File: config.mk
export PLATFORM = sky130hd
export DESIGN_NAME = melody_sequencer
export DESIGN_NICKNAME = d
export VERILOG_FILES = /design/src/rtl/melody_sequencer.sv
export SDC_FILE = /design/constraint.sdc
export NUM_CORES = 1
export LEC_CHECK = 0
export CORE_ASPECT_RATIO = 1.25
export CORE_MARGIN = 3
export CORE_UTILIZATION = 58
export CTS_CLUSTER_DIAMETER = 150
export DETAILED_ROUTE_END_ITERATION = 10
export PLACE_DENSITY = 0.77
export SLEW_MARGIN = 0
export SYNTH_ARGS = -nofsm -noshare
export SYNTH_HDL_FRONTEND = slang
export SYNTH_SLANG_ARGS = --single-unit
File: constraint.sdc
create_clock -name clk_i -period 2.9 [get_ports clk_i]
set_input_delay 0.435 -clock clk_i [delete_from_list [all_inputs] [get_ports clk_i]]
set_output_delay 0.435 -clock clk_i [all_outputs]
set_load 0.005 [all_outputs]
File: src/rtl/melody_sequencer.sv
// Plays a fixed note table through the tone mux. Each note is held for a number of beat ticks
// and followed by an optional silent gap. The whole song is repeated REPEATS times per start.
module melody_sequencer #(
   parameter int unsigned TICK_DIV  = 6_250_000,
   parameter int unsigned GAP_TICKS = 1,
   parameter int unsigned REPEATS   = 3
) (
   input  logic       clk_i,
   input  logic       rst_i,
   input  logic       start_i,
   input  logic       stop_i,
   input  logic       mute_i,
   output logic [2:0] sel_o,
   output logic       note_en_o,
   output logic       busy_o,
   output logic       done_o
);

   localparam int unsigned PW = (TICK_DIV > 1) ? $clog2(TICK_DIV) : 1;
   localparam int unsigned GW = (GAP_TICKS > 0) ? $clog2(GAP_TICKS + 1) : 1;
   localparam int unsigned RW = (REPEATS > 1) ? $clog2(REPEATS) : 1;

   typedef enum logic [1:0] {
      IDLE = 2'd0,
      PLAY = 2'd1,
      GAP  = 2'd2
   } state_t;

   state_t          state_q, state_d;
   logic [2:0]      idx_q, idx_d;
   logic [RW-1:0]   pass_q, pass_d;
   logic [3:0]      rem_q, rem_d;
   logic [GW-1:0]   gap_q, gap_d;
   logic [PW-1:0]   presc_q, presc_d;
   logic [2:0]      sel_q, sel_d;
   logic            note_en_q, note_en_d;
   logic            busy_q, busy_d;
   logic            done_q, done_d;

   logic            tick;
   logic            advance;
   logic [2:0]      nxt_idx;
   logic [6:0]      nxt_ent;
   logic [6:0]      ent0;

   // Song ROM: {note[2:0], dur[3:0]}; dur == 0 terminates the song.
   function automatic logic [6:0] rom(input logic [2:0] i);
      case (i)
         3'd0:    rom = {3'd3, 4'd2};
         3'd1:    rom = {3'd5, 4'd2};
         3'd2:    rom = {3'd1, 4'd4};
         default: rom = {3'd0, 4'd0};
      endcase
   endfunction

   always_ff @(posedge clk_i or posedge rst_i) begin
      if (rst_i) begin
         state_q   <= IDLE;
         idx_q     <= '0;
         pass_q    <= '0;
         rem_q     <= '0;
         gap_q     <= '0;
         presc_q   <= '0;
         sel_q     <= '0;
         note_en_q <= 1'b0;
         busy_q    <= 1'b0;
         done_q    <= 1'b0;
      end else begin
         state_q   <= state_d;
         idx_q     <= idx_d;
         pass_q    <= pass_d;
         rem_q     <= rem_d;
         gap_q     <= gap_d;
         presc_q   <= presc_d;
         sel_q     <= sel_d;
         note_en_q <= note_en_d;
         busy_q    <= busy_d;
         done_q    <= done_d;
      end
   end

   always_comb begin
      state_d   = state_q;
      idx_d     = idx_q;
      pass_d    = pass_q;
      rem_d     = rem_q;
      gap_d     = gap_q;
      presc_d   = presc_q;
      sel_d     = sel_q;
      done_d    = 1'b0;
      advance   = 1'b0;
      tick      = (presc_q == PW'(TICK_DIV - 1));
      nxt_idx   = idx_q + 3'd1;
      nxt_ent   = rom(nxt_idx);
      ent0      = rom(3'd0);

      case (state_q)
         IDLE: begin
            if (start_i) begin
               presc_d = '0;
               idx_d   = '0;
               pass_d  = '0;
               if (ent0[3:0] != 4'd0) begin
                  state_d = PLAY;
                  sel_d   = ent0[6:4];
                  rem_d   = ent0[3:0];
               end else begin
                  done_d = 1'b1;
               end
            end
         end
         PLAY: begin
            presc_d = tick ? '0 : presc_q + PW'(1);
            if (tick) begin
               rem_d = rem_q - 4'd1;
               if (rem_q == 4'd1) begin
                  if (GAP_TICKS > 0) begin
                     state_d = GAP;
                     gap_d   = GW'(GAP_TICKS);
                  end else begin
                     advance = 1'b1;
                  end
               end
            end
         end
         GAP: begin
            presc_d = tick ? '0 : presc_q + PW'(1);
            if (tick) begin
               gap_d = gap_q - GW'(1);
               if (gap_q == GW'(1)) begin
                  advance = 1'b1;
               end
            end
         end
         default: state_d = IDLE;
      endcase

      // Step to the next table entry, wrapping to a new pass or finishing at end of song.
      if (advance) begin
         if (nxt_ent[3:0] != 4'd0) begin
            state_d = PLAY;
            idx_d   = nxt_idx;
            sel_d   = nxt_ent[6:4];
            rem_d   = nxt_ent[3:0];
         end else if (pass_q < RW'(REPEATS - 1)) begin
            state_d = PLAY;
            pass_d  = pass_q + RW'(1);
            idx_d   = '0;
            sel_d   = ent0[6:4];
            rem_d   = ent0[3:0];
         end else begin
            state_d = IDLE;
            sel_d   = '0;
            presc_d = '0;
            done_d  = 1'b1;
         end
      end

      if (stop_i) begin
         state_d = IDLE;
         sel_d   = '0;
         presc_d = '0;
         done_d  = 1'b0;
      end

      busy_d    = (state_d != IDLE);
      note_en_d = (state_d == PLAY) && !mute_i;
   end

   assign sel_o     = sel_q;
   assign note_en_o = note_en_q;
   assign busy_o    = busy_q;
   assign done_o    = done_q;

endmodule
After elaboration in Yosys (flattened, before gate mapping)
Index checks and enable logic that the tools add are counted.
W data, S select, Z words.
- add/subtract/negate cells: 5
- order comparisons: 1
- equal/unequal tests: 10
- mux-type cells: 49
- reduce and logical (&&, ||, !) cells: 12
- operators with widths (kind ; number):
    $mux W23 ; 6
    $pmux W23 S2 ; 1
    $mux W3 ; 10
    $add A23 B1 Y23 const B ; 1
    $eq A23 B23 Y1 const B ; 1
    $mux W2 ; 11
    $pmux W7 S3 ; 1
    $mux W4 ; 5
    $mux W1 ; 12
    $pmux W4 S2 ; 1
    $ne A2 B2 Y1 const B ; 3
    $pmux W2 S3 ; 1
    $reduce_bool A3 Y1 ; 2
    $eq A2 B1 Y1 const B ; 2
    $eq A4 B1 Y1 const B ; 1
    $reduce_and A4 Y1 ; 1
    $reduce_bool A2 Y1 ; 2
    $reduce_bool A4 Y1 ; 1
    $sub A4 B1 Y4 const B ; 1
    $add A3 B1 Y3 const B ; 1
    $eq A3 B1 Y1 const B ; 1
    $eq A3 B2 Y1 const B ; 1
    $logic_not A3 Y1 ; 1
    $add A2 B1 Y2 const B ; 1
    9 further kinds ; 9
- register bits after elaboration: 41
- input bits: 5
- output and inout bits: 6
- word-level logic and storage cells: 87

Depth between registers and ports, before layout
- depth after elaboration: 9
- depth in mapped cells: 8

Worst setup path after synthesis
Ideal clock, no wire load.
- path kind: register to register
- start: reg presc_q[5]
- end: reg busy_q (netlist: busy_o)
- arrival time: 2.333 ns
- setup slack: 0.431 ns
- cell stages (with the launch flop): 8
- path through: dfrtp_1 or3_2 or4_4 or3_1 buf_6 o21bai_4 a31o_2 o41ai_1
- cells in the longest elaborated chain, start to end: 6
- elaborated cells on any way between the ends: 8
- those cells by class: eq/ne: 1; mux: 6; reduce/logical: 1
- ends and longest elaborated chain (what ; line ; text):
    start: declaration ; 34 ; logic [PW-1:0] presc_q, presc_d;
    start signal: assignment ; 74 ; presc_q <= presc_d;
    $eq A23 B23 Y1 * ; 92 ; tick = (presc_q == PW'(TICK_DIV - 1));
    $mux W2 or $mux W1 (tied branches) ; 114, 128 ;
    $pmux W2 S3 or $mux W1 (tied branches) ; - ;
    $mux W2 * ; 139 ; if (advance) begin
    $mux W2 * ; 159 ; if (stop_i) begin
    $reduce_bool A2 Y1 * ; 166 ; busy_d = (state_d != IDLE);
    net busy_d ; 37 ; logic busy_q, busy_d;
    end signal: assignment ; 77 ; busy_q <= busy_d;
    end: declaration ; 37 ;
Mark *: on every way through the listed nets, which the timed path passes. The rest lies on a longest branch.
A chain may end at the register's enable or synchronous reset.

Worst setup path in the final report
- start: reg presc_q[5]
- end: reg presc_q[9]
- cells in the longest elaborated chain, start to end: 7
- elaborated cells on any way between the ends: 10
- those cells by class: add/sub: 1; eq/ne: 1; mux: 8
- ends and longest elaborated chain (what ; line ; text):
    $add A23 B1 Y23 or $eq A23 B23 Y1 (tied branches) ; 113, 127, 92 ;
    $mux W23 ; 113, 127 ;
    $pmux W23 S2 ; 97 ; case (state_q)
    $mux W23 ; 145 ; end else if (pass_q < RW'(REPEATS - 1)) begin
    $mux W23 ; 140 ; if (nxt_ent[3:0] != 4'd0) begin
    $mux W23 * ; 139 ;
    $mux W23 * ; 159 ;
    net presc_d[9] ; 34 ;
Marked as above.

==> results.md <==
- Most area-consuming cells after synthesis: dfrtp_1 (41%), ha_1 (6.0%), nand3_1 (4.6%), a311oi_1 (3.9%), nand2_1 (3.8%)
- Dpl ws: 299 ps
- Worst vdd ir: 298 uV
- Final worst slack: 273 ps
- Pwr/cell area: 421 mW/mm^2
- Commonest register cell after synthesis: dfrtp_1
- Seq cells post-synth: 41
- CTS Sinks: 41
- Final setup viols: 0
- Worst EP arrival: 2790 ps
- Status: complete, no violations
- Starting Density: 60.6%
- CP Launch Type: flop
- CTS tree: yes
- Headroom to the max-slew limit: 60.9%
- Worst-path maximum fanout: 24
- Final hold vios: 0
- I/O pin count: 11
- Endpoint type of the worst setup path: flop
- Largest area contributor in the netlist: dfrtp_1
- Share of layout cells above drive strength 1: 10.7%
- Width of the chip: 64.8 um
- Total wire length: 6350 um
- Die ar.: 0.00514 mm^2
- Register area: 0.00103 mm^2
- Async set-or-reset flop fraction in the synthesized netlist: 100%
- Via density: 6.57
- Core Box Area: 0.00413 mm^2
- Average wire per standard cell: 17.9 um
- Largest net degree at the start of global routing: 42
- Setup Skew: 3.58 ps
- Die height: 79.4 um
- Setup TNS: 0 ps
- CTS clk-pin slew, worst paths: 80 ps
- Post-DP HPWL: 4440 um
- RSZ-0062 raised after global routing: no
- Clock root cell: clkbuf_8
- Crit share post-route: 90.6%
- Fill cells: 363
- Req. time, crit path: 3060 ps
- P_sw: 322 uW
- Grt ovf: 0
- All-Layer GR Usage: 26.8%
- Number of global-route vias before repair: 2245
- Clock Tree Buf Depth: 2
- Initial antenna violation count: 0
- 1st-iter DRT viols: 148
- Final core utilization: 67.9%
- Slew @ Worst Pin: 581 ps
- Nets: 315
- Seq/Total Area, Yosys: 41.0%
- Hold Path Class: reg -> reg
- CTS resizes: 0
- Residual DRC: 0
- Inserted Diodes: 0
- Num rows: 26
- H-tree depth: 2
- Clock Latency Late Sink: 300 ps
- Num CTS Buffers: 5
- Post-Syn Nets: 298
- Post-cts hold buffer count: 0
- EDFF count, synth: 0
- Commonest non-fill, non-tap cell in the layout: dfrtp_1
- Max Fclk: 381 MHz
- Pint: 858 uW
- First-pass GRT wire length: 10700 um
- Final ANT Viol Nets: 0
- Part of the power in combinational logic: 14.3%
- Sw Share: 27.3%
- Clock group share of total power: 35.6%
- Maxcap violations: 0
- Leak Pwr: 0.00114 uW
- Setup bufs post-CTS: 0
- DR pass1 iterations: 5
- Yosys warns: 0
- Synth Cell Area: 0.00250 mm^2
- Multi-input combinational cell area: 0.00138 mm^2
- Fin. max-slew vios: 0
- Area growth syn-to-layout: 12.1%
- Library cells used by synthesis: 50
- Power share of the sequential group: 50.1%
- Vias: 2334
- Synth Area per Inst: 8.91 um^2
- Share of the synthesized area in the top cell type: 41.0%
- Final Critical Period: 2630 ps
- Post-Synthesis Cells: 281
- Most frequent cells in the layout: dfrtp_1 (41), nand2_1 (25), nand3_1 (23)
- IO buf count: 10
- RD Place Congestion: 0.907
- WS Path Type: reg -> reg
cell families (layout without fill, tap and decap cells):
family / Yosys count / in the layout / synth area share (%)
adder cells (fa/ha/maj): 12 / 12 / 6.00
AO/OA/AOI/OAI: 74 / 74 / 20.1
buffers and inverters: 21 / 39 / 4.05
AND/OR/NAND/NOR: 128 / 128 / 27.0
XOR/XNOR: 4 / 4 / 1.40
flip-flops: 41 / 41 / 41.0
multiplexers: 1 / 1 / 0.450
layer usage:
metal  GRT usage (%)  up-vias  wire length [um]
met5               0        -                 0
met4            13.3        0               187
met3            4.93       16               326
met2            46.6       92              3330
met1            31.5     1136              2500
li1                -     1090                 -
synth_stat cells, types with 5 or more instances:
| cell | instances |
|---|---|
| dfrtp_1 | 41 |
| nand2_1 | 25 |
| nand3_1 | 23 |
| nor2_1 | 21 |
| a21oi_1 | 17 |
| o21ai_0 | 15 |
| ha_1 | 12 |
| a311oi_1 | 11 |
| inv_1 | 11 |
| nor3_1 | 9 |
| a31oi_1 | 8 |
| nor4_1 | 8 |
| or3_1 | 8 |
| clkbuf_1 | 6 |
| nand4_1 | 6 |
| a22oi_1 | 5 |
final timing paths:
path	start	to	slack, ps	depth (start not counted)
max	presc_q[5]	presc_q[9]	270	6
min	gap_q	gap_q	480	1
max reg2reg	presc_q[5]	presc_q[9]	270	6
min reg2reg	gap_q	gap_q	480	1
max in group asynchronous	rst_i	presc_q[6]	1960	3
min in group asynchronous	rst_i	presc_q[14]	570	3
final cells by class:
type | count | area share [%]
tap | 56 | 2.50
multi-input combinational | 219 | 49.2
inverter | 11 | 1.47
timing repair buffer | 20 | 6.69
sequential | 41 | 36.6
clock inverter | 1 | 0.178
clock buffer | 7 | 3.43
registers in the layout, summed over array words and instances (netlist names):
name and cells:
idx_q 3, rem_q 4, sel_o 3, gap_q 1, busy_o 1, done_o 1, presc_q 23, state_q 2
pass_q 2, note_en_o 1
stage by stage:
stage | cell area, um^2 | std cells | hold WS [ps] | total power, uW
6_report | 2810 | 355 | 483 | 1180
5_1_grt | 2810 | 355 | 522 | 1220
4_1_cts | 2810 | 355 | 481 | 1180
2_1_floorplan | 2500 | 281 | 441 | 707
3_5_place_dp | 2710 | 347 | 470 | 770
3_3_place_gp | 2710 | 347 | 459 | 767
power by group through the flow:
stage / clock, uW / combinational, uW / sequential (uW)
4_1_cts: 418 / 169 / 591
3_5_place_dp: 0 / 168 / 602
5_1_grt: 444 / 188 / 593
6_report: 420 / 169 / 591
3_3_place_gp: 0 / 165 / 602
2_1_floorplan: 0 / 106 / 601
critical path: stages, from the launching register on:
cell,delay (ps)
dfrtp_1,440
or3_2,520
or4_4,560
or3_1,510
o21bai_4,200
buf_12,180
a311oi_1,60
No activity file was read; power rests on OpenSTA's default activity.
